File: src/rtl/memory.sv
// Memory stage: drives the dbus for loads/stores and aligns load data.
// Holds upstream via m_wait until the data phase completes.
module memory (
  input  logic        clk,
  input  logic        reset,
  input  logic        valid_i,
  input  logic [63:0] pc_i,
  input  logic [63:0] alu_out_i,
  input  logic [63:0] srcb_i,
  input  logic [4:0]  dst_i,
  input  logic        regwrite_i,
  input  logic        memread_i,
  input  logic        memwrite_i,
  input  logic [1:0]  msize_i,
  input  logic        mem_unsigned_i,
  output logic        dreq_valid,
  output logic [63:0] dreq_addr,
  output logic [2:0]  dreq_size,
  output logic [7:0]  dreq_strobe,
  output logic [63:0] dreq_data,
  input  logic        dresp_addr_ok,
  input  logic        dresp_data_ok,
  input  logic [63:0] dresp_data,
  output logic        valid_o,
  output logic [63:0] pc_o,
  output logic [63:0] result_o,
  output logic [4:0]  dst_o,
  output logic        regwrite_o,
  output logic        misalign_o,
  output logic        m_wait
);

  typedef enum logic [1:0] {
    IDLE,
    BUSY,
    DONE
  } state_t;

  state_t      state, state_n;
  logic [63:0] ldata;
  logic [63:0] rsh;
  logic [63:0] lext;
  logic [7:0]  mask;
  logic [5:0]  sh;
  logic        aligned;
  logic        memacc;
  logic        memop;

  assign sh     = {alu_out_i[2:0], 3'b000};
  assign memacc = valid_i & (memread_i | memwrite_i);
  assign memop  = memacc & aligned;
  assign rsh    = dresp_data >> sh;

  always_comb begin
    aligned = 1'b1;
    mask    = 8'h01;
    lext    = {{56{~mem_unsigned_i & rsh[7]}}, rsh[7:0]};
    unique case (msize_i)
      2'd0: begin
        aligned = 1'b1;
        mask    = 8'h01;
        lext    = {{56{~mem_unsigned_i & rsh[7]}}, rsh[7:0]};
      end
      2'd1: begin
        aligned = (alu_out_i[0] == 1'b0);
        mask    = 8'h03;
        lext    = {{48{~mem_unsigned_i & rsh[15]}}, rsh[15:0]};
      end
      2'd2: begin
        aligned = (alu_out_i[1:0] == 2'b00);
        mask    = 8'h0F;
        lext    = {{32{~mem_unsigned_i & rsh[31]}}, rsh[31:0]};
      end
      default: begin
        aligned = (alu_out_i[2:0] == 3'b000);
        mask    = 8'hFF;
        lext    = rsh;
      end
    endcase
  end

  assign dreq_addr   = alu_out_i;
  assign dreq_size   = {1'b0, msize_i};
  assign dreq_data   = srcb_i << sh;
  assign dreq_strobe = memwrite_i ? (mask << alu_out_i[2:0]) : 8'h00;
  assign pc_o        = pc_i;
  assign dst_o       = dst_i;

  always_comb begin
    state_n    = state;
    dreq_valid = 1'b0;
    m_wait     = 1'b0;
    valid_o    = 1'b0;
    regwrite_o = 1'b0;
    misalign_o = 1'b0;
    result_o   = 64'd0;
    unique case (state)
      IDLE: begin
        if (memop) begin
          dreq_valid = 1'b1;
          m_wait     = 1'b1;
          state_n    = dresp_data_ok ? DONE : BUSY;
        end else if (valid_i) begin
          valid_o = 1'b1;
          if (memacc) begin
            misalign_o = 1'b1;
          end else begin
            result_o   = alu_out_i;
            regwrite_o = regwrite_i;
          end
        end
      end
      BUSY: begin
        dreq_valid = 1'b1;
        m_wait     = 1'b1;
        if (dresp_data_ok) state_n = DONE;
      end
      DONE: begin
        valid_o    = 1'b1;
        result_o   = memread_i ? ldata : alu_out_i;
        regwrite_o = regwrite_i & memread_i;
        state_n    = IDLE;
      end
      default: state_n = IDLE;
    endcase
    // Reset quiets every outward signal in the same cycle it is seen.
    if (reset) begin
      state_n    = IDLE;
      dreq_valid = 1'b0;
      m_wait     = 1'b0;
      valid_o    = 1'b0;
      regwrite_o = 1'b0;
      misalign_o = 1'b0;
      result_o   = 64'd0;
    end
  end

  always_ff @(posedge clk) begin
    if (reset) begin
      state <= IDLE;
      ldata <= 64'd0;
    end else begin
      state <= state_n;
      if (dreq_valid & dresp_data_ok) ldata <= lext;
    end
  end

endmodule

File: config.mk
export PLATFORM = sky130hd
export DESIGN_NAME = memory
export DESIGN_NICKNAME = d
export VERILOG_FILES = /design/src/rtl/memory.sv
export SDC_FILE = /design/constraint.sdc
export NUM_CORES = 1
export LEC_CHECK = 0
export CORE_AREA = 5 5 209 211
export DETAILED_ROUTE_END_ITERATION = 12
export DIE_AREA = 0 0 214 216
export PLACE_DENSITY_LB_ADDON = 0.3
export SLEW_MARGIN = 10
export SYNTH_ARGS = -nofsm -noshare
export SYNTH_HDL_FRONTEND = slang
export SYNTH_SLANG_ARGS = --single-unit
export TNS_END_PERCENT = 10
File: constraint.sdc
create_clock -name clk -period 3.8 [get_ports clk]
set_input_delay 0.76 -clock clk [delete_from_list [all_inputs] [get_ports clk]]
set_output_delay 0.76 -clock clk [all_outputs]
set_load 0.005 [all_outputs]
Word-level counts from Yosys, hierarchy flattened
Cells that the tools add are included.
W data, S select, Z words.

word-level totals
  logic and storage cells = 57
  input port bits = 272
  register bits = 66
  output and inout bits = 277

operators by class
  shifts and indexed selects = 3
  equality and inequality tests = 6
  reductions and logical operators = 5
  bitwise logic cells = 10
  mux-type cells = 31

operators with widths
  kind                  number
  $mux W64              5
  $pmux W64 S3          1
  $pmux W64 S2          1
  $shl A64 B6 Y64       1
  $shr A64 B6 Y64       1
  $pmux W8 S3           1
  $mux W1               14
  $mux W8               1
  $shl A8 B3 Y8         1
  $and A1 B1 Y1         7
  $logic_not A2 Y1      3
  $mux W2               3
  $pmux W1 S2           3
  $eq A2 B1 Y1 const B  2
  $eq A2 B2 Y1 const B  2
  $ne A2 B2 Y1 const B  2
  $pmux W2 S2           1
  $logic_not A3 Y1      1
  $pmux W1 S3           1
  $not A1 Y1            2
  $reduce_and A2 Y1     1
  $or A1 B1 Y1          1

Depth between registers and ports, before layout
Gate-level depths: netlist of run 1.

  word-level depth = 7
  mapped depth = 9
  mapped depth without buffers = 5

Worst setup path after synthesis of run 1
No wires, ideal clock.

  kind = input-to-output
  start point = in alu_out_i[1]
  end point = out dreq_data[40]
  buffers on the path = 6
  path slack = 0.805 ns
  arrival = 2.235 ns
  stages on the path = 7
  data required time = 3.040 ns
  cells stage by stage = buf_2 -> buf_2 -> buf_2 -> buf_2 -> clkbuf_1 -> clkbuf_1 -> o21ai_0

on the way
  word-level cells in the longest chain between the ends = 1

ends and longest elaborated chain
  item             RTL line  text
  from (decl)      8         input logic [63:0] alu_out_i,
  $shl A64 B6 Y64  84        assign dreq_data = srcb_i << sh;
  to (decl)        20        output logic [63:0] dreq_data,

No other way between the ends.

Worst setup path after layout of run 1
  start point = in memread_i
  end point = out result_o[1]

on the way
  word-level cells in the longest chain between the ends = 7
  elaborated cells between the ends (all ways) = 9
  those cells by class = 6 x mux; 3 x bitwise

ends and longest elaborated chain
  item              RTL line  text
  from (decl)       12        input logic memread_i,
  $or A1 B1 Y1      50        assign memacc = valid_i & (memread_i | memwrite_i);
  $and A1 B1 Y1     50
  $mux W64          105       if (memacc) begin
  $mux W64          103       end else if (valid_i) begin
  $mux W64          99        if (memop) begin
  $pmux W64 S2 (*)  97        unique case (state)
  $mux W64 (*)      127       if (reset) begin
  to (decl)         26        output logic [63:0] result_o,

Every way passes the cells marked *; elsewhere a longest branch is shown, timed or not.

==> results.toml, run 1 <==
[status]
outcome = "completed"

[critical_path]
worstSetupEndpointType = "primary output"
arrival_ns = 2.84
crit_required_ns = 3.04
cp_max_fo = 64
start_kind = "input pin"
critPathKind = "input pin to primary output"

[timing]
hold_viol_final = 0
fmax_mhz = 278.0
setup_viol = 0
rsz0062_at_grt = "false"
final.min_clock_period_ns = 3.598
hold_ws_ns = 0.4642
skew_ns = 0.007870
max_slew_margin = 0.4085
fin_crit_sh = 0.9467
slew_violations = 0
fin_tns_setup_ns = 0
worst_pin_slew_ns = 0.8844

[final_layout]
drive_gt1_frac = 0.1422
layout.nets = 1554
stdcell_count = 1830
area_growth_pct = 50.55
multi_input_area_mm2 = 0.005065
register_area_mm2 = 0.001321
fill_cells = 4520
post-route-util = 0.2930

[routing]
first_pass_iters = 5
drc = 0
drt_iter0_markers = 508
routed-via-count = 8785
wl_per_cell_um = 23.17
drt-total-wl_mm = 42.40
ant_nets = 0
vias_per_cell = 4.801

[die]
dieHeight_um = 216
pin_count = 549
core_mm2 = 0.04157
die_area_mm2 = 0.04622
placement_rows = 75
start_util = 0.1946
die_width_um = 214

[pwr]
comb_power_share = 0.401
ir_worst_vdd_mv = 0.1701
power_density_mw_per_mm2 = 234.0
share_seq_of_total_power = 0.262
p_int_mw = 1.985
power_mw = 2.850
p_leak_nw = 4.141
clkPwrFrac = 0.338
switchingPower_mw = 0.8650
switching_share = 0.3035

[grt]
grt_first_pass_wirelength_mm = 61.47
antenna_found_initial = 14
grt_overflow_total = 0
grt_max_degree = 92
grtUsageTotal = 0.1731
first_global_vias = 8997

[flow_run]
maxCapViolations = 0

[synth]
ys_types = 44
yosysSeqAreaShare = 0.1633
synth_top_area_frac = 0.1633
synth_cells = 1053
ys_seq_elements = 66
synth_area_mm2 = 0.008092
synth_nets = 1325
syn_area_per_cell_um2 = 7.684
ys_top_cells_by_area = "dfxtp_1 (16%), buf_4 (14%), a221oi_2 (7.6%)"
synth_top_area_cell = "dfxtp_1"
yosys_warnings = 0

[place]
dp_cells = 1810
gp_congestion = 0.8368
portBuffers = 408
dp_hpwl_mm = 34.23

[cts]
cts_post_setup_buffers_inserted = 0
cts.sinks = 66
clk_path_buf_depth = 2
htreeDepth = 3
clk_latency_ns = 0.34
post_cts_resized = 0
cts_tree = "done"
cts-buffers-inserted = 9
cts-root-buf = "clkbuf_16"
clkTransAtPathRegs_ns = 0.05
cts_hold_repair.buffers = 0

[min_path]
min_path_type = "flip-flop to flip-flop"
power groups by stage:
stage                     Sequential [mW]  Combinational, mW  Clock, mW
after floorplan                     0.745              0.597          0
after detailed placement            0.762               1.15          0
final                               0.745               1.14      0.962
after global placement              0.762               1.14          0
after CTS                           0.747               1.15      0.981
after global routing                0.748               1.23       1.02
metal layers:
layer / routed length, um / share of wire / GRT usage / vias to the layer above
met4: 918 / 0.022 / 0.04939 / 20
met3: 3175 / 0.075 / 0.05297 / 74
met5: 125 / 0.0029 / 0 / -
li1: - / - / - / 4103
met2: 21580 / 0.51 / 0.3148 / 378
met1: 16600 / 0.39 / 0.1960 / 4210
synth_stat cells (all sizes together):
cell type  instances
nor3              15
or3                1
nand3              2
a21oi             49
dfxtp             66
a32oi              1
inv               62
o22ai             13
and2b              2
and3               1
a22oi             65
a211oi            37
nor3b              2
mux2              37
nand2b            12
nor2b             24
or2               10
a221oi            56
nand2             69
nor4b              1
a22o               2
nor4               2
o211ai             3
o22a               1
conb               1
o21ai             46
a311oi             1
mux4              23
nor2             135
a21o               2
and4bb             1
buf              185
mux2i             53
clkbuf            48
o2111a             1
and2              24
registers in the layout, indices dropped and copies added, names as in the netlist:
register and count:
state 2, ldata 64
final timing paths:
kind / start / end / slack, ns / depth (start not counted)
setup / recovery: memread_i / result_o[1] / 0.20 / 6
hold reg to reg: ldata[35] / ldata[35] / 0.46 / 2
hold / removal: ldata[35] / ldata[35] / 0.46 / 2
setup reg to reg: state[1] / ldata[31] / 1.83 / 4
logic make-up after synthesis:
group / share of synthesized area
compound gates: 0.2678
simple gates: 0.1737
flops: 0.1633
other cells: 0.0004634
mux: 0.1811
buf+inv: 0.2137
per-stage QoR:
step,setup WS (ns),instance area [um^2]
2_1_floorplan,0.8046,8092
3_3_place_gp,0.2021,11830
3_5_place_dp,0.1855,11830
4_1_cts,0.1774,12170
5_1_grt,0.09872,12180
6_report,0.2024,12180
cells in the final DEF (no fill, tap or decap), drive strengths merged, types with 2 or more instances in the layout:
| master | count |
|---|---|
| a211oi | 37 |
| a21o | 2 |
| a21oi | 49 |
| a221oi | 56 |
| a22o | 2 |
| a22oi | 65 |
| and2 | 24 |
| and2b | 2 |
| buf | 47 |
| bufinv | 3 |
| clkbuf | 10 |
| clkdlybuf4s50 | 404 |
| clkinvlp | 2 |
| dfxtp | 66 |
| diode | 4 |
| inv | 63 |
| mux2 | 37 |
| mux2i | 53 |
| mux4 | 23 |
| nand2 | 69 |
| nand2b | 12 |
| nand3 | 2 |
| nor2 | 135 |
| nor2b | 24 |
| nor3 | 15 |
| nor3b | 2 |
| nor4 | 2 |
| o211ai | 3 |
| o21ai | 46 |
| o22ai | 13 |
| or2 | 10 |
layout make-up:
cell class,count,area share
repair buffers,451,0.3723
clock inverters,6,0.009347
flip-flops and latches,66,0.1085
well taps,539,0.05536
diodes,4,0.0008217
clock buffers,10,0.01880
inverters,62,0.01910
multi-input cells,692,0.4158
worst max-delay path, cell delays in order:
cell and delay, ns:
clkdlybuf4s50_1 0.58, nor3b_2 0.29, buf_12 0.28, a22oi_1 0.17, nor2_1 0.13, clkdlybuf4s50_1 0.54
Power figures use the tool's default switching activity.
==> run 2, diff against run 1 <==
--- a/config.mk
+++ b/config.mk
@@ -5,7 +5,7 @@
 export SDC_FILE = /design/constraint.sdc
 export NUM_CORES = 1
 export LEC_CHECK = 0
-export CORE_AREA = 5 5 209 211
+export CORE_AREA = 2 2 212 214
 export DETAILED_ROUTE_END_ITERATION = 12
 export DIE_AREA = 0 0 214 216
 export PLACE_DENSITY_LB_ADDON = 0.3
==> run 2 against run 1 <==
Non-clock buffer count rose by 3. Register-to-register slack improved by 0.15 ns. Via count rose by 0.22%. Worst setup slack improved by 0.0073 ns. Global-route usage rose by 0.70 points. Clock skew rose by 0.00079 ns. Maximum frequency rose by 0.20%. Critical endpoint is now result_o[39].
==> results.toml, run 2 (synthesis gave the netlist of run 1 again) <==
[status]
outcome = "completed"

[pwr]
ir_worst_vdd_mv = 0.1483
power_density_mw_per_mm2 = 222.4
p_leak_nw = 4.128

[place]
dp_cells = 1866
portBuffers = 408
dp_hpwl_mm = 35.24
gp_congestion = 0.8663

[cts]
cts_tree = "done"
cts-buffers-inserted = 9
clkTransAtPathRegs_ns = 0.06
post_cts_resized = 0
clk_latency_ns = 0.34
cts_hold_repair.buffers = 0
cts.sinks = 66
htreeDepth = 3
clk_path_buf_depth = 2
cts_post_setup_buffers_inserted = 0
cts-root-buf = "clkbuf_16"

[timing]
fin_crit_sh = 0.9448
hold_ws_ns = 0.4691
max_slew_margin = 0.4161
fmax_mhz = 278.5
fin_tns_setup_ns = 0
final.min_clock_period_ns = 3.590
setup_viol = 0
slew_violations = 0
worst_pin_slew_ns = 0.8759
skew_ns = 0.008657
rsz0062_at_grt = "false"
hold_viol_final = 0

[die]
start_util = 0.1846
dieHeight_um = 216
pin_count = 549
die_width_um = 214
placement_rows = 77
core_mm2 = 0.04384
die_area_mm2 = 0.04622

[flow_run]
maxCapViolations = 0

[final_layout]
stdcell_count = 1893
area_growth_pct = 50.59
drive_gt1_frac = 0.1465
largest_reg_flops = 64
regMostFlops = "ldata"
layout_common_cells = "clkdlybuf4s50_1 (400), nor2_1 (135), nand2_1 (69)"
multi_input_area_mm2 = 0.005065
register_area_mm2 = 0.001321
layout.nets = 1557
fill_cells = 4766
reg.largest.list = "ldata: 64 flops, state: 2 flops"
final_common_cell = "clkdlybuf4s50_1"

[grt]
antenna_found_initial = 18
grt_first_pass_wirelength_mm = 61.00
first_global_vias = 8622
grt_max_degree = 65
grt_overflow_total = 0
grtUsageTotal = 0.1800

[routing]
drc = 0
first_pass_iters = 5
routed-via-count = 8804
drt_iter0_markers = 579
vias_per_cell = 4.651
ant_nets = 0
drt-total-wl_mm = 43.91
wl_per_cell_um = 23.20

[critical_path]
start_kind = "input pin"
worstSetupEndpointType = "primary output"
arrival_ns = 2.83
cp_max_fo = 64
critPathKind = "input pin to primary output"
crit_required_ns = 3.04

[min_path]
min_path_type = "flip-flop to flip-flop"
## run 2: cell types whose count changed in the layout (fill, tap and decap cells not counted), moves of 2 or more
cell             delta
buf_4              +10
buf_12              -3
clkdlybuf4s50_1     -4
diode_2             +7
clkinv_2            +2
bufinv_16           -2
## run 2: layer usage
layer	wire length [um]	vias up	global-route usage
met3	2825	85	0.04031
met2	22610	381	0.3280
met1	17090	4216	0.2020
met5	91	-	0
met4	1298	14	0.07273
li1	-	4108	-
## run 2: final timing paths
check / start / to / slack, ns / depth (start not counted)
setup / recovery: memwrite_i / result_o[39] / 0.21 / 8
hold / removal: ldata[52] / ldata[52] / 0.47 / 2
setup reg to reg: state[1] / ldata[32] / 1.98 / 5
hold reg to reg: ldata[52] / ldata[52] / 0.47 / 2
## run 2: final cells by class
class                           count  share of cell area
Multi-Input combinational cell    692              0.4156
Timing Repair Buffer              454              0.3702
Sequential cell                    66              0.1084
Tap cell                          592             0.06079
Clock buffer                       11             0.01910
Inverter                           62             0.01910
Clock inverter                      5            0.004518
Antenna cell                       11            0.002259
## run 2: worst max-delay path: stages
cell and delay [ns]:
clkdlybuf4s50_1 0.42, inv_1 0.19, a21oi_1 0.11, nor3_2 0.19, buf_12 0.32, a22oi_1 0.12
nor2_1 0.11, clkdlybuf4s50_1 0.54
## run 2: per-stage QoR
stage          setup WS, ns  total power, mW  cell area (um^2)    util
6_report             0.2097            2.709             12190  0.2780
3_5_place_dp         0.1740            1.907             11870  0.2708
4_1_cts              0.1724            2.732             12160  0.2774
5_1_grt             0.09771            2.836             12180  0.2778
3_3_place_gp         0.1847            1.906             11870  0.2708
2_1_floorplan        0.8046            1.342              8092       -
## run 2: report_power, final
group | switching (mW) | internal, mW | total [mW]
logic | 0.525 | 0.618 | 1.14
clock network | 0.312 | 0.505 | 0.818
registers | 0.0281 | 0.720 | 0.748
total | 0.866 | 1.84 | 2.71
